--- config.mk ---
export PLATFORM = sky130hd
export DESIGN_NAME = pbus_master
export DESIGN_NICKNAME = d
export VERILOG_FILES = /design/src/rtl/pbus_pkg.sv /design/src/rtl/pbus_sync.sv /design/src/rtl/pbus_master.sv
export SDC_FILE = /design/constraint.sdc
export NUM_CORES = 1
export LEC_CHECK = 0
export BUFFER_PORTS_ARGS = -buffer_cell sky130_fd_sc_hd__buf_4
export CAP_MARGIN = 20
export CORE_MARGIN = 3
export CORE_UTILIZATION = 35
export CTS_BUF_LIST = sky130_fd_sc_hd__clkbuf_16
export DETAILED_ROUTE_END_ITERATION = 7
export SLEW_MARGIN = 30
export SYNTH_ARGS = -nofsm -noshare
export SYNTH_HDL_FRONTEND = slang
export SYNTH_SLANG_ARGS = --single-unit
--- constraint.sdc ---
create_clock -name Clk -period 2.5 [get_ports Clk]
set_input_delay 0.625 -clock Clk [delete_from_list [all_inputs] [get_ports Clk]]
set_output_delay 0.625 -clock Clk [all_outputs]
set_load 0.005 [all_outputs]
--- src/rtl/pbus_pkg.sv ---
// Shared types and constants for the parallel-bus master: bus widths,
// the default strobe timeout and the transfer FSM state encoding.
package pbus_pkg;

  localparam int PBUS_ADDR_W          = 15;
  localparam int PBUS_DATA_W          = 32;
  localparam int PBUS_TIMEOUT_DEFAULT = 255;

  typedef enum logic [2:0] {
    ST_IDLE,
    ST_SETUP,
    ST_STROBE,
    ST_HOLD,
    ST_RELEASE,
    ST_RESP
  } pbus_state_e;

endpackage

--- src/rtl/pbus_sync.sv ---
// Multi-flop synchronizer for a single asynchronous level; every stage
// resets to 1 so an idle active-low input reads as deasserted.
module pbus_sync #(
  parameter int STAGES = 2
) (
  input  logic clk_i,
  input  logic rstN_i,
  input  logic data_i,
  output logic data_o
);

  logic [STAGES-1:0] sync_q;

  always_ff @(posedge clk_i) begin
    if (!rstN_i) begin
      sync_q <= '1;
    end else begin
      sync_q <= {sync_q[STAGES-2:0], data_i};
    end
  end

  assign data_o = sync_q[STAGES-1];

endmodule

--- src/rtl/pbus_master.sv ---
// Single-outstanding-command master for an asynchronous strobe/ready
// parallel bus, with a strobe timeout and a one-cycle response pulse.
module pbus_master
  import pbus_pkg::*;
#(
  parameter int TIMEOUT_CYCLES = PBUS_TIMEOUT_DEFAULT,
  parameter int SYNC_STAGES    = 2
) (
  input  logic                   Clk,
  input  logic                   PBusResetN,
  input  logic                   CmdValid,
  output logic                   CmdReady,
  input  logic                   CmdWrite,
  input  logic [PBUS_ADDR_W-1:0] CmdAddr,
  input  logic [PBUS_DATA_W-1:0] CmdData,
  output logic                   RspValid,
  output logic [PBUS_DATA_W-1:0] RspData,
  output logic                   RspTimeout,
  output logic [PBUS_ADDR_W-1:0] PBusAddr,
  output logic [PBUS_DATA_W-1:0] PBusDataOut,
  output logic                   PBusDataOE,
  input  logic [PBUS_DATA_W-1:0] PBusDataIn,
  output logic                   PBusRDN,
  output logic                   PBusWRN,
  input  logic                   PBusReadyN
);

  localparam int CNT_W = $clog2(TIMEOUT_CYCLES) + 1;

  pbus_state_e            state_q, state_d;
  logic                   isWrite_q, isWrite_d;
  logic [PBUS_ADDR_W-1:0] addr_q, addr_d;
  logic [PBUS_DATA_W-1:0] dataOut_q, dataOut_d;
  logic                   oe_q, oe_d;
  logic                   rdN_q, rdN_d;
  logic                   wrN_q, wrN_d;
  logic                   cmdReady_q, cmdReady_d;
  logic                   rspValid_q, rspValid_d;
  logic [PBUS_DATA_W-1:0] rspData_q, rspData_d;
  logic                   rspTimeout_q, rspTimeout_d;
  logic [CNT_W-1:0]       cnt_q, cnt_d;

  logic                   readyNSync;
  logic                   readyLow;
  logic [31:0]            cntWide;

  pbus_sync #(
    .STAGES (SYNC_STAGES)
  ) uReadySync (
    .clk_i  (Clk),
    .rstN_i (PBusResetN),
    .data_i (PBusReadyN),
    .data_o (readyNSync)
  );

  assign readyLow = ~readyNSync;
  assign cntWide  = 32'(cnt_q);

  always_comb begin
    state_d      = state_q;
    isWrite_d    = isWrite_q;
    addr_d       = addr_q;
    dataOut_d    = dataOut_q;
    rspData_d    = rspData_q;
    rspTimeout_d = rspTimeout_q;
    cnt_d        = cnt_q;

    case (state_q)
      ST_IDLE: begin
        if (CmdValid && cmdReady_q) begin
          isWrite_d    = CmdWrite;
          addr_d       = CmdAddr;
          dataOut_d    = CmdData;
          rspData_d    = '0;
          rspTimeout_d = 1'b0;
          state_d      = ST_SETUP;
        end
      end
      ST_SETUP: begin
        cnt_d   = CNT_W'(1);
        state_d = ST_STROBE;
      end
      ST_STROBE: begin
        // The first SYNC_STAGES strobe cycles still show ready as it was
        // before the strobe fell, so a stale low there must not complete.
        if (readyLow && (cntWide > 32'(SYNC_STAGES))) begin
          if (!isWrite_q) begin
            rspData_d = PBusDataIn;
          end
          rspTimeout_d = 1'b0;
          state_d      = ST_HOLD;
        end else if (cntWide == 32'(TIMEOUT_CYCLES)) begin
          rspTimeout_d = 1'b1;
          rspData_d    = '0;
          state_d      = ST_HOLD;
        end else begin
          cnt_d = cnt_q + CNT_W'(1);
        end
      end
      ST_HOLD: begin
        state_d = ST_RELEASE;
      end
      ST_RELEASE: begin
        if (rspTimeout_q || !readyLow) begin
          state_d = ST_RESP;
        end
      end
      ST_RESP: begin
        state_d = ST_IDLE;
      end
      default: begin
        state_d = ST_IDLE;
      end
    endcase

    // Bus-side outputs are decoded from the next state and registered,
    // so strobes change only on clock edges and can never overlap.
    rdN_d      = !((state_d == ST_STROBE) && !isWrite_d);
    wrN_d      = !((state_d == ST_STROBE) && isWrite_d);
    oe_d       = isWrite_d && ((state_d == ST_SETUP) || (state_d == ST_STROBE) ||
                               (state_d == ST_HOLD));
    cmdReady_d = (state_d == ST_IDLE);
    rspValid_d = (state_d == ST_RESP);
  end

  always_ff @(posedge Clk) begin
    if (!PBusResetN) begin
      state_q      <= ST_IDLE;
      isWrite_q    <= 1'b0;
      addr_q       <= '0;
      dataOut_q    <= '0;
      oe_q         <= 1'b0;
      rdN_q        <= 1'b1;
      wrN_q        <= 1'b1;
      cmdReady_q   <= 1'b0;
      rspValid_q   <= 1'b0;
      rspData_q    <= '0;
      rspTimeout_q <= 1'b0;
      cnt_q        <= '0;
    end else begin
      state_q      <= state_d;
      isWrite_q    <= isWrite_d;
      addr_q       <= addr_d;
      dataOut_q    <= dataOut_d;
      oe_q         <= oe_d;
      rdN_q        <= rdN_d;
      wrN_q        <= wrN_d;
      cmdReady_q   <= cmdReady_d;
      rspValid_q   <= rspValid_d;
      rspData_q    <= rspData_d;
      rspTimeout_q <= rspTimeout_d;
      cnt_q        <= cnt_d;
    end
  end

  assign CmdReady    = cmdReady_q;
  assign RspValid    = rspValid_q;
  assign RspData     = rspData_q;
  assign RspTimeout  = rspTimeout_q;
  assign PBusAddr    = addr_q;
  assign PBusDataOut = dataOut_q;
  assign PBusDataOE  = oe_q;
  assign PBusRDN     = rdN_q;
  assign PBusWRN     = wrN_q;

endmodule

# After elaboration in Yosys (flattened, before gate mapping)
# Index checks and enable logic that the tools add are counted.
dict set report word_totals {
  reg_bits 100
  in_bits 84
}
dict set report classes {
  addsub 1
  n_lt_le_gt_ge 1
  eq_ne 14
  muxes 19
  bitwise_logic 1
  n_reduce_logical 19
}
# operator count
set op_table {}
lappend op_table {{$mux 32} 4}
lappend op_table {{$pmux 32 s2} 1}
lappend op_table {{$mux 9} 2}
lappend op_table {{$pmux 9 s2} 1}
lappend op_table {{$pmux 3 s5} 1}
lappend op_table {{$eq 3x2->1 const B} 4}
lappend op_table {{$mux 3} 4}
lappend op_table {{$add 9x1->9 const B} 1}
lappend op_table {{$eq 9x8->1 const B} 1}
lappend op_table {{$gt 9x2->1 const B} 1}
lappend op_table {{$eq 3x1->1 const B} 2}
lappend op_table {{$eq 3x3->1 const B} 2}
lappend op_table {{$logic_not 3->1} 2}
lappend op_table {{$ne 2x2->1 const B} 3}
lappend op_table {{$ne 3x3->1 const B} 2}
lappend op_table {{$reduce_and 3->1} 2}
lappend op_table {{$logic_and 1x1->1} 5}
lappend op_table {{$mux 1} 5}
lappend op_table {{$reduce_and 4->1} 1}
lappend op_table {{$reduce_bool 2->1} 2}
lappend op_table {{$logic_not 1->1} 3}
lappend op_table {{$logic_or 1x1->1} 3}
lappend op_table {{$pmux 1 s2} 1}
lappend op_table {{$reduce_and 2->1} 1}
lappend op_table {{$not 1->1} 1}

# Logic depth before layout (Yosys ltp)
# Gate-level depths: netlist of the first run.
dict set report depth {
  ltp_word 8
  mapped_depth 9
  mapped_depth_nobuf 8
}

# By module
# Synthesis of the first run repeated with hierarchy kept, for this count alone.
dict set report unflattened {
  cells_unflattened 476
  hier_area_um2 4130.2
}
# mod n_inst cells_each area_each_um2 seq_area_each_um2
set by_module_without_submodules {}
lappend by_module_without_submodules {pbus_master 1 472 4077.7 1961.9}
lappend by_module_without_submodules {pbus_sync 1 4 52.6 40.0}

# Worst setup path before layout of the first run
# No wires, ideal clock.
dict set report synth_timing {
  kind {register -> register}
  start {register cnt_q[1]}
  end {register rspTimeout_q, in the netlist RspTimeout}
  t_arrival_ps 1757
  t_required_ps 2384
  path_slack_ps 627
  stages_incl_launch_ff 9
  path_buffers 0
  path_cell_list {dfxtp_1 -> ha_1 -> nand2_1 -> nor2_1 -> ha_1 -> and2_1 -> o21ai_2 -> mux2_2 -> and3_1}
}
dict set report synth_via {
  elab_chain_len 4
  elab_cells_between_ends 7
}
# element line_no
set synth_rtl {}
lappend synth_rtl {{start, declared} pbus_master.sv:41} ;# logic [CNT_W-1:0] cnt_q, cnt_d;
lappend synth_rtl {{start signal, assigned} pbus_master.sv:152} ;# cnt_q <= cnt_d;
lappend synth_rtl {{$gt 9x2->1} pbus_master.sv:86} ;# if (readyLow && (cntWide > 32'(SYNC_STAGES))) begin
lappend synth_rtl {{$logic_and 1x1->1} pbus_master.sv:86}
lappend synth_rtl {{$ne 3x3->1 (no line) / $mux 1 (equally long branches)} n/a}
lappend synth_rtl {{$reduce_and 3->1 (no line) / $pmux 1 s2 (equally long branches)} n/a}
lappend synth_rtl {{end signal, assigned} pbus_master.sv:151} ;# rspTimeout_q <= rspTimeout_d;
lappend synth_rtl {{end, declared} pbus_master.sv:40} ;# logic rspTimeout_q, rspTimeout_d;
# Several ways; a longest one is shown, not always the timed one.
# A chain may end at the register's enable or synchronous reset.

# Worst setup path after layout of the first run
dict set report layout_timing {
  start {register cnt_q[1]}
  end {register cnt_q[7]}
}
dict set report layout_via {
  elab_chain_len 4
  elab_cells_between_ends 10
}
# element line_no
set layout_rtl {}
lappend layout_rtl {{$add 9x1->9 / $gt 9x2->1 (equally long branches)} {pbus_master.sv:97, pbus_master.sv:86}}
lappend layout_rtl {{$mux 9 / $logic_and 1x1->1 (equally long branches)} {pbus_master.sv:92, pbus_master.sv:86}}
lappend layout_rtl {{$mux 9 / $ne 2x2->1 (equally long branches)} n/a}
lappend layout_rtl {{$pmux 9 s2 / $reduce_and 3->1 (equally long branches)} n/a}
# Several ways; a longest one is shown, not always the timed one. The select of a mux whose other input is x is not followed.

==> results.toml, run 1 <==
[worst_setup_path]
timing.rr.end = "cnt_q[7]"
crit_type = "flip-flop to flip-flop"
start_kind = "flip-flop"
critPathTopFamily = "simple AND/OR/NAND/NOR gates"
crit_arrival_ns = 2.34
worstPathMaxFanout = 6
slowest_stage = "or4_1"
reg2reg_from = "cnt_q[1]"
r2r_setup_slack_ns = 0.42
worst_path_most_repeated_cell = "ha_1"
cpPeakStageDelay_ns = 0.50
endpoint_kind = "flip-flop"
required_ns = 2.76
r2r_cells = 8
crit_chain = "ha_1, nand2_1, nor2_1, ha_1, nor3b_2, o221ai_2, or4_1, a21oi_1"
cp_num_buf_inv = 0

[grt]
grt_overflow = 0
grt_max_degree = 48
track_usage_pct = 17.43
first_global_vias = 3968
antenna_found_initial = 0
grt_pass1_wl_mm = 19.47

[routing]
drtIter0Drc = 316
drc = 0
wire_per_inst_um = 15.54
drt_first_pass_iters = 4
drtAntennaViolNets = 0
avgViaCountPerCell = 5.350
routed_wl_mm = 12.51
vias = 4307

[cts]
cts_sinks = 100
cts_tree = "yes"
postCtsHoldBufs = 0
cts_setup_buffers = 0
cts_max_level = 3
root_buffer = "clkbuf_16"
clock_path_buffers = 2
clk_pin_slew_ns = 0.07
cts_made_buffers = 9
clk_latency_ns = 0.33
cts_resized = 0

[synth]
yosysWarnings = 0
synth_commonest_cells = "nand2_1, dfxtp_1, nand3_1, a21oi_1, clkbuf_1"
synthSimpleGateAreaFrac_pct = 23.31
ys_seq_area_share_pct = 46.50
synth_edf_count = 0
syn_area_per_cell_um2 = 8.425
synth_top_family_by_area = "simple AND/OR/NAND/NOR gates"
yosys.area.top_type = "dfxtp_1"
synth_compound_area_share_pct = 22.46
synthAdderAreaFrac_pct = 0.8718
synth_area_leaders = "dfxtp_1, nand2_1, nand3_1, o2111ai_1, a21oi_1"
synth_seq_cells = 100
synthMuxAreaShare_pct = 1.424
yosysUniqueCellTypes = 45
synth_area_mm2 = 0.004305
syn_nets = 598
postSynthCellCount = 511
async_flop_share_pct = 0
yosysMostFrequentCell = "nand2_1"
ys.flop_type = "dfxtp_1"
synth-xor-area-share_pct = 0.2034
netlist.area_leader.share_pct = 46.50

[pwr]
total_leakage_power_nw = 2.298
ir_worst_vdd_mv = 0.3957
powerDensity_mw_per_mm2 = 604.7

[timing]
rsz0062_at_grt = "false"
final_max_slew_viol_count = 0
fin_crit_sh_pct = 83.16
slew_headroom_pct = 58.58
hold_violations = 0
setup_viol = 0
fin_crit_ns = 2.079
setup_tns_ns = 0
whs_ns = 0.4188
skew_ns = 0.009052
worst_pin_slew_ns = 0.6166
max_freq_ghz = 0.4810

[cells_and_area]
drive_above_1_share_pct = 31.87
seq_area_mm2 = 0.002002
syn_to_final_growth_pct = 39.41
multi_input_area_mm2 = 0.002093
fin_area_mm2 = 0.006002
diodes = 0
nNetsFinal = 744
fill_cells = 1084

[placed_design]
port_buffers = 168
place_area_mm2 = 0.005674
dp_hpwl_mm = 8.878
gp_congestion = 0.7737

[flow_run]
maxCapViolations = 0

[hold_path]
hold_start = "uReadySync.sync_q[0]"
hold_end = "uReadySync.sync_q[1]"
hold_class = "flip-flop to flip-flop"
min_path_cells = 1

[die]
start_util_pct = 36.76
design.core.area_mm2 = 0.01171
rows = 39
die_h_um = 116.9
die_x_um = 116.9
die_area_mm2 = 0.01367
pin_count = 169

[status]
status = "finished, final reports clean"
how the worst max path moves through the flow:
stage                  start          to  slack [ns]  depth (start not counted)
finish              cnt_q[1]    cnt_q[7]        0.42                          8
global placement    cnt_q[1]    cnt_q[6]        0.52                          8
CTS                 cnt_q[1]    cnt_q[7]        0.43                          8
floorplan           cnt_q[1]  RspTimeout        0.63                          8
detailed placement  cnt_q[1]    cnt_q[6]        0.45                          8
global route        cnt_q[1]    cnt_q[6]        0.29                          8
cells by family after synthesis:
kind of cell / after synthesis
AOI/OAI and AO/OA: 135
xor gates and xnor gates: 1
buffers and inverters: 54
muxes: 6
DFF: 100
and+or+nand+nor: 212
adders and majority gates: 3
flip-flops by register name, summed over array words and instances, names as in the netlist:
signal / count
PBusDataOE: 1
PBusRDN: 1
RspTimeout: 1
CmdReady: 1
uReadySync.sync_q: 2
state_q: 3
PBusWRN: 1
cnt_q: 9
PBusDataOut: 32
RspData: 32
RspValid: 1
PBusAddr: 15
isWrite_q: 1
metal layers:
metal	global-route usage, %	wire length, um	vias up	part of all wire [%]
met2	27.57	5837	155	47
met4	4.587	80	0	0.64
met5	0	0	-	0
li1	-	-	2148	-
met3	3.650	967	6	7.7
met1	24.32	5624	1998	45
power by group:
| part | leakage [nW] | switching [W] | internal (W) | total [W] |
|---|---|---|---|---|
| clock | 0.157 | 0.000618 | 0.000892 | 0.00151 |
| combinational | 1.33 | 0.000226 | 0.000210 | 0.000436 |
| sequential | 0.811 | 0.0000368 | 0.00165 | 0.00168 |
metrics by stage:
stage                     std cells  power (W)  worst slack [ns]  utilization, %
after global routing            805   0.003789            0.2857           51.25
after detailed placement        789   0.002160            0.4504           48.45
after CTS                       805   0.003674            0.4253           51.25
after floorplan                 511   0.001923            0.6272               -
after global placement          789   0.002153            0.5173           48.45
final                           805   0.003630            0.4210           51.25
layout by cell type (no fill, tap or decap), types with 2 or more instances in the layout:
master | Yosys | routed
nand2_1 | 103 | 103
o2111ai_1 | 32 | 32
a21oi_1 | 51 | 51
nand3_1 | 68 | 68
bufinv_16 | 0 | 2
nor3_1 | 3 | 3
o211ai_1 | 33 | 33
dfxtp_1 | 100 | 100
clkbuf_16 | 0 | 9
inv_6 | 0 | 4
or4_1 | 2 | 2
nand2b_1 | 9 | 9
o31ai_1 | 3 | 3
nor2_1 | 8 | 8
a211oi_1 | 4 | 4
a32o_1 | 2 | 2
and2_1 | 5 | 5
inv_1 | 5 | 5
and3_1 | 3 | 3
mux2i_1 | 5 | 5
buf_4 | 1 | 184
ha_1 | 3 | 3
o21ai_0 | 2 | 2
worst reg2reg max path, cell delays in order, from the launching register on:
cell	delay, ns
dfxtp_1	0.35
ha_1	0.24
nand2_1	0.08
nor2_1	0.04
ha_1	0.23
nor3b_2	0.23
o221ai_2	0.18
or4_1	0.50
a21oi_1	0.15
layout make-up:
class                           instances  share of cell area [%]
Tap cell                              143                   2.981
Sequential cell                       100                   33.35
Clock buffer                            9                   3.752
Inverter                                5                  0.3127
Timing Repair Buffer                  184                   23.01
Clock inverter                          7                   1.709
Multi-Input combinational cell        357                   34.88
Note: power is estimated with default switching activity, not from simulation.
==> run 2: changes to the inputs <==
Clock period 2.5 ns to 2 ns, I/O delays scaled along.
==> run 2 against run 1 <==
Effect of this change:
- global-route usage increased by 0.20 points
- clock skew up 0.0022 ns
- register-to-register slack worse by 0.33 ns
- clock-buffer cell count unchanged
- cell area grew 1.4%
- largest power group unchanged
==> results.toml, run 2 (synthesis results as in run 1) <==
[status]
status = "finished, final reports clean"

[die]
die_area_mm2 = 0.01367
die_x_um = 116.9
die_h_um = 116.9
start_util_pct = 36.76
rows = 39
design.core.area_mm2 = 0.01171
pin_count = 169

[worst_setup_path]
reg2reg_from = "cnt_q[4]"
r2r_cells = 8
required_ns = 2.26
endpoint_kind = "flip-flop"
worstPathMaxFanout = 5
crit_arrival_ns = 2.17
r2r_setup_slack_ns = 0.09
start_kind = "flip-flop"
timing.rr.end = "cnt_q[7]"
crit_type = "flip-flop to flip-flop"

[grt]
grt_max_degree = 73
first_global_vias = 3948
grt_pass1_wl_mm = 19.55
antenna_found_initial = 0
grt_overflow = 0
track_usage_pct = 17.63

[cts]
cts_made_buffers = 9
cts_max_level = 3
clk_pin_slew_ns = 0.06
clk_latency_ns = 0.34
cts_tree = "yes"
cts_sinks = 100
root_buffer = "clkbuf_16"
postCtsHoldBufs = 0
clock_path_buffers = 2

[pwr]
combPwrFrac_pct = 12.8
switching_share_pct = 24.71
cell_internal_pwr_w = 0.003298
seq_power_share_pct = 48.0
ir_worst_vdd_mv = 0.4758
powerDensity_mw_per_mm2 = 720.0
total_leakage_power_nw = 2.341
net-switching-power_w = 0.001082
p_clk_share_pct = 39.2

[cells_and_area]
diodes = 0
syn_to_final_growth_pct = 41.33
drive_above_1_share_pct = 33.43
nNetsFinal = 752
fill_cells = 1131
layout_common_cells = "buf_4, nand2_1, dfxtp_1"
fin_area_mm2 = 0.006085
final_common_cell = "buf_4"

[routing]
vias = 4284
routed_wl_mm = 12.80
drt_first_pass_iters = 4
drc = 0
drtIter0Drc = 236
drtAntennaViolNets = 0
avgViaCountPerCell = 5.269
wire_per_inst_um = 15.74

[timing]
final_max_slew_viol_count = 0
skew_ns = 0.01126
slew_headroom_pct = 59.85
max_freq_ghz = 0.5249
fin_crit_sh_pct = 95.26
worst_pin_slew_ns = 0.6023
setup_viol = 0
whs_ns = 0.3524
hold_violations = 0
rsz0062_at_grt = "true"
worst_slack_ns = 0.09484
fin_crit_ns = 1.905

[placed_design]
dp_slack_ns = 0.001356
place_area_mm2 = 0.005764
dp_hpwl_mm = 9.079
gp_congestion = 0.7849
port_buffers = 168

[hold_path]
hold_start = "PBusReadyN"
min_path_cells = 2
hold_end = "uReadySync.sync_q[0]"
hold_class = "input port to flip-flop"

[flow_run]
maxCapViolations = 0
run 2: power groups by stage:
stage / logic [W] / registers (W) / clock network [W]
2_1_floorplan: 0.000260 / 0.00214 / 0
3_3_place_gp: 0.000554 / 0.00214 / 0
3_5_place_dp: 0.000558 / 0.00215 / 0
4_1_cts: 0.000563 / 0.00210 / 0.00177
5_1_grt: 0.000621 / 0.00211 / 0.00185
6_report: 0.000561 / 0.00210 / 0.00172
run 2: per-stage QoR:
step	power, W	cells	setup TNS [ns]	utilization, %
after CTS	0.004437	813	0	51.84
after detailed placement	0.002706	796	0	49.22
final	0.004381	813	0	51.96
after global routing	0.004582	813	-0.006897	51.96
after floorplan	0.002403	511	0	-
after global placement	0.002699	796	0	49.22
run 2: metal layers:
metal | GRT usage, % | up-vias | part of all wire, %
met3 | 3.805 | 9 | 6.8
li1 | - | 2163 | -
met1 | 24.01 | 1967 | 46
met2 | 28.25 | 145 | 47
met5 | 0 | - | 0
met4 | 5.122 | 0 | 0.84
run 2: worst max-delay path, stage by stage (launching register included):
cell and delay (ns):
dfxtp_1 0.33, and3_4 0.19, nand3_1 0.08, nor2_1 0.05, ha_1 0.21, nor3b_2 0.21, o221ai_2 0.18, or4_1 0.43
a21oi_1 0.16
run 2: worst max-delay path by stage:
stage	start	to	slack, ns	cells past startpoint
global route	cnt_q[1]	RspData[5]	-0.007	9
finish	cnt_q[4]	cnt_q[7]	0.09	8
floorplan	cnt_q[1]	RspTimeout	0.13	8
global placement	cnt_q[1]	cnt_q[6]	0.10	8
CTS	cnt_q[1]	cnt_q[7]	0.02	8
detailed placement	cnt_q[3]	cnt_q[6]	0.001	8
run 2: final cells by class:
class,instances,area [um2],area share [%]
multi-input cells,357,2110,34.67
flip-flops and latches,100,2006,32.96
repair buffers,192,1479,24.31
clock buffers,9,225.2,3.701
well taps,143,178.9,2.941
clock inverters,7,67.56,1.110
inverters,5,18.77,0.3085
run 2: timing repair:
| action | in CTS | in global routing |
|---|---|---|
| resized for setup | 2 | 6 |
| endpoints found under the setup margin | 2 | 12 |
| pin swaps | 2 | 5 |
| buffers inserted | 1 | 0 |
==> run 3: changes to the inputs <==
Settings changed: ABC_AREA from default to 1.
==> run 3 against run 2 <==
Effect of this change:
- global-route usage down 0.35 points
- setup slack got worse by 0.090 ns
- synthesized cell count grew 12%
- clock power up 8%
- critical endpoint is now RspData[9]
- largest cell class is now registers
==> results.toml, run 3 <==
[cts]
cts_tree = "yes"
postCtsHoldBufs = 0
root_buffer = "clkbuf_16"
cts_made_buffers = 9
clk_pin_slew_ns = 0.07
cts_max_level = 3
cts_sinks = 100
clk_latency_ns = 0.34
clock_path_buffers = 2

[synth]
postSynthCellCount = 574
synth_edf_count = 0
syn_area_per_cell_um2 = 7.496
synth_area_leaders = "dfxtp_1, a21oi_1, inv_1, o21ai_0, nand3_1"
synth_area_mm2 = 0.004303
netlist.area_leader.share_pct = 46.53
yosysMostFrequentCell = "dfxtp_1"
yosys.area.top_type = "dfxtp_1"
ys.flop_type = "dfxtp_1"
async_flop_share_pct = 0
synth_seq_cells = 100
ys_seq_area_share_pct = 46.53
yosysWarnings = 0
syn_nets = 661
synth_commonest_cells = "dfxtp_1, a21oi_1, inv_1, nand2_1, nor2_1"
yosysUniqueCellTypes = 31

[worst_setup_path]
worstPathMaxFanout = 7
crit_type = "flip-flop to flip-flop"
reg2reg_from = "cnt_q[1]"
r2r_setup_slack_ns = 0.005
crit_chain = "ha_4, nand2_4, nor3_4, nand2_1, nor2_2, ha_2, inv_2, o21ai_2, inv_2, nand2_4, buf_12, nand3_2, nand2_1, nor2_1"
cp_num_buf_inv = 3
critPathTopFamily = "simple AND/OR/NAND/NOR gates"
start_kind = "flip-flop"
r2r_cells = 14
required_ns = 2.24
endpoint_kind = "flip-flop"
crit_arrival_ns = 2.24
cpPeakStageDelay_ns = 0.35
timing.rr.end = "RspData[9]"
slowest_stage = "dfxtp_2"

[placed_design]
dp_hpwl_mm = 8.629
place_area_mm2 = 0.005809
dp_slack_ns = -0.03456
port_buffers = 168
gp_congestion = 0.8869

[routing]
drc = 0
avgViaCountPerCell = 4.962
drt_first_pass_iters = 5
routed_wl_mm = 12.72
drtAntennaViolNets = 0
wire_per_inst_um = 14.26
vias = 4426
drtIter0Drc = 306

[grt]
grt_max_degree = 95
grt_pass1_wl_mm = 18.77
track_usage_pct = 17.28
antenna_found_initial = 0
grt_overflow = 0
first_global_vias = 3979

[timing]
slew_headroom_pct = 66.03
skew_ns = 0.005348
final_max_slew_viol_count = 0
hold_violations = 0
fin_crit_ns = 1.995
rsz0062_at_grt = "true"
setup_viol = 0
worst_pin_slew_ns = 0.5042
max_freq_ghz = 0.5013
worst_slack_ns = 0.005286
fin_crit_sh_pct = 99.74

[cells_and_area]
final_common_cell = "buf_4"
syn_to_final_growth_pct = 49.96
fin_area_mm2 = 0.006452
drive_above_1_share_pct = 35.51
nNetsFinal = 831
layout_common_cells = "buf_4, dfxtp_1, a21oi_1"
diodes = 0

[pwr]
cell_internal_pwr_w = 0.003816
ir_worst_vdd_mv = 0.6263
powerDensity_mw_per_mm2 = 805.4
net-switching-power_w = 0.001381
switching_share_pct = 26.57
combPwrFrac_pct = 20.5
p_clk_share_pct = 35.7
total_leakage_power_nw = 2.855
seq_power_share_pct = 43.8

[die]
start_util_pct = 36.74
rows = 39
design.core.area_mm2 = 0.01171
die_h_um = 116.9
die_area_mm2 = 0.01366
pin_count = 169
die_x_um = 116.9

[hold_path]
hold_start = "PBusReadyN"
hold_class = "input port to flip-flop"
min_path_cells = 2
hold_end = "uReadySync.sync_q[0]"

[status]
status = "finished, final reports clean"

[flow_run]
maxCapViolations = 0
==> run 3: changes by cell type in the layout (fill, tap and decap cells not counted), sizes merged, moves of 31 or more <==
cell,previous run,this run
o211ai,33,0
o21ai,3,54
o2111ai,32,1
nand2,103,67
a21oi,52,88
inv,7,71
nor2,8,56
nand4,1,35
==> run 3: cell families after synthesis <==
family	share of synthesized area, %
adder cells (fa/ha/maj)	0.8724
AND/OR/NAND/NOR	23.73
XOR/XNOR	0.4072
flip-flops	46.53
AO/OA/AOI/OAI	17.07
buffers and inverters	11.40
==> run 3: repair_timing <==
action / 4_1_cts / 5_1_grt
setup buffers: 0 / 2
endpoints found under the hold margin: 0 / 0
pin swaps: 0 / 14
resized for setup: 2 / 33
cloned: 0 / 8
endpoints found under the setup margin: 27 / 40
==> run 3: how the worst max path moves through the flow <==
stage | cells after the start | end | slack [ns] | from
floorplan | 14 | RspData[24] | 0.005 | cnt_q[1]
global placement | 14 | RspData[1] | 0.04 | cnt_q[0]
detailed placement | 14 | RspData[9] | -0.03 | cnt_q[0]
CTS | 14 | RspData[11] | 0.007 | cnt_q[0]
global route | 14 | RspData[9] | -0.13 | cnt_q[1]
finish | 14 | RspData[9] | 0.005 | cnt_q[1]
==> run 3: power by group through the flow <==
stage / registers [W] / clock network [W] / logic [W]
floorplan: 0.00232 / 0 / 0.000459
global placement: 0.00231 / 0 / 0.000968
detailed placement: 0.00231 / 0 / 0.000983
CTS: 0.00227 / 0.00192 / 0.000984
global route: 0.00229 / 0.00199 / 0.00119
finish: 0.00227 / 0.00186 / 0.00107
==> run 3: per-layer routing <==
metal	global-route usage, %	up-vias	share of wire, %
met4	6.728	0	1.5
met3	6.889	11	10
li1	-	2241	-
met1	22.53	1980	43
met2	25.67	194	45
met5	0	-	0
==> run 3: stage by stage <==
step           hold WS (ns)  std cells  utilization (%)  TNS, ns  power [W]
6_report             0.3455        892            55.10        0   0.005197
3_3_place_gp         0.3963        866            49.60        0   0.003276
5_1_grt              0.3499        892            55.10   -3.536   0.005473
3_5_place_dp         0.4058        866            49.60  -0.4035   0.003296
4_1_cts              0.3319        882            52.33        0   0.005178
2_1_floorplan        0.3925        574                -        0   0.002775
==> run 3: area by class of cell <==
| class | count | area, um2 |
|---|---|---|
| flip-flops and latches | 100 | 2004 |
| repair buffers | 201 | 1692 |
| clock inverters | 7 | 88.84 |
| inverters | 72 | 275.3 |
| multi-input cells | 360 | 1988 |
| clock buffers | 9 | 225.2 |
| fillers | 1114 | 5259 |
| well taps | 143 | 178.9 |
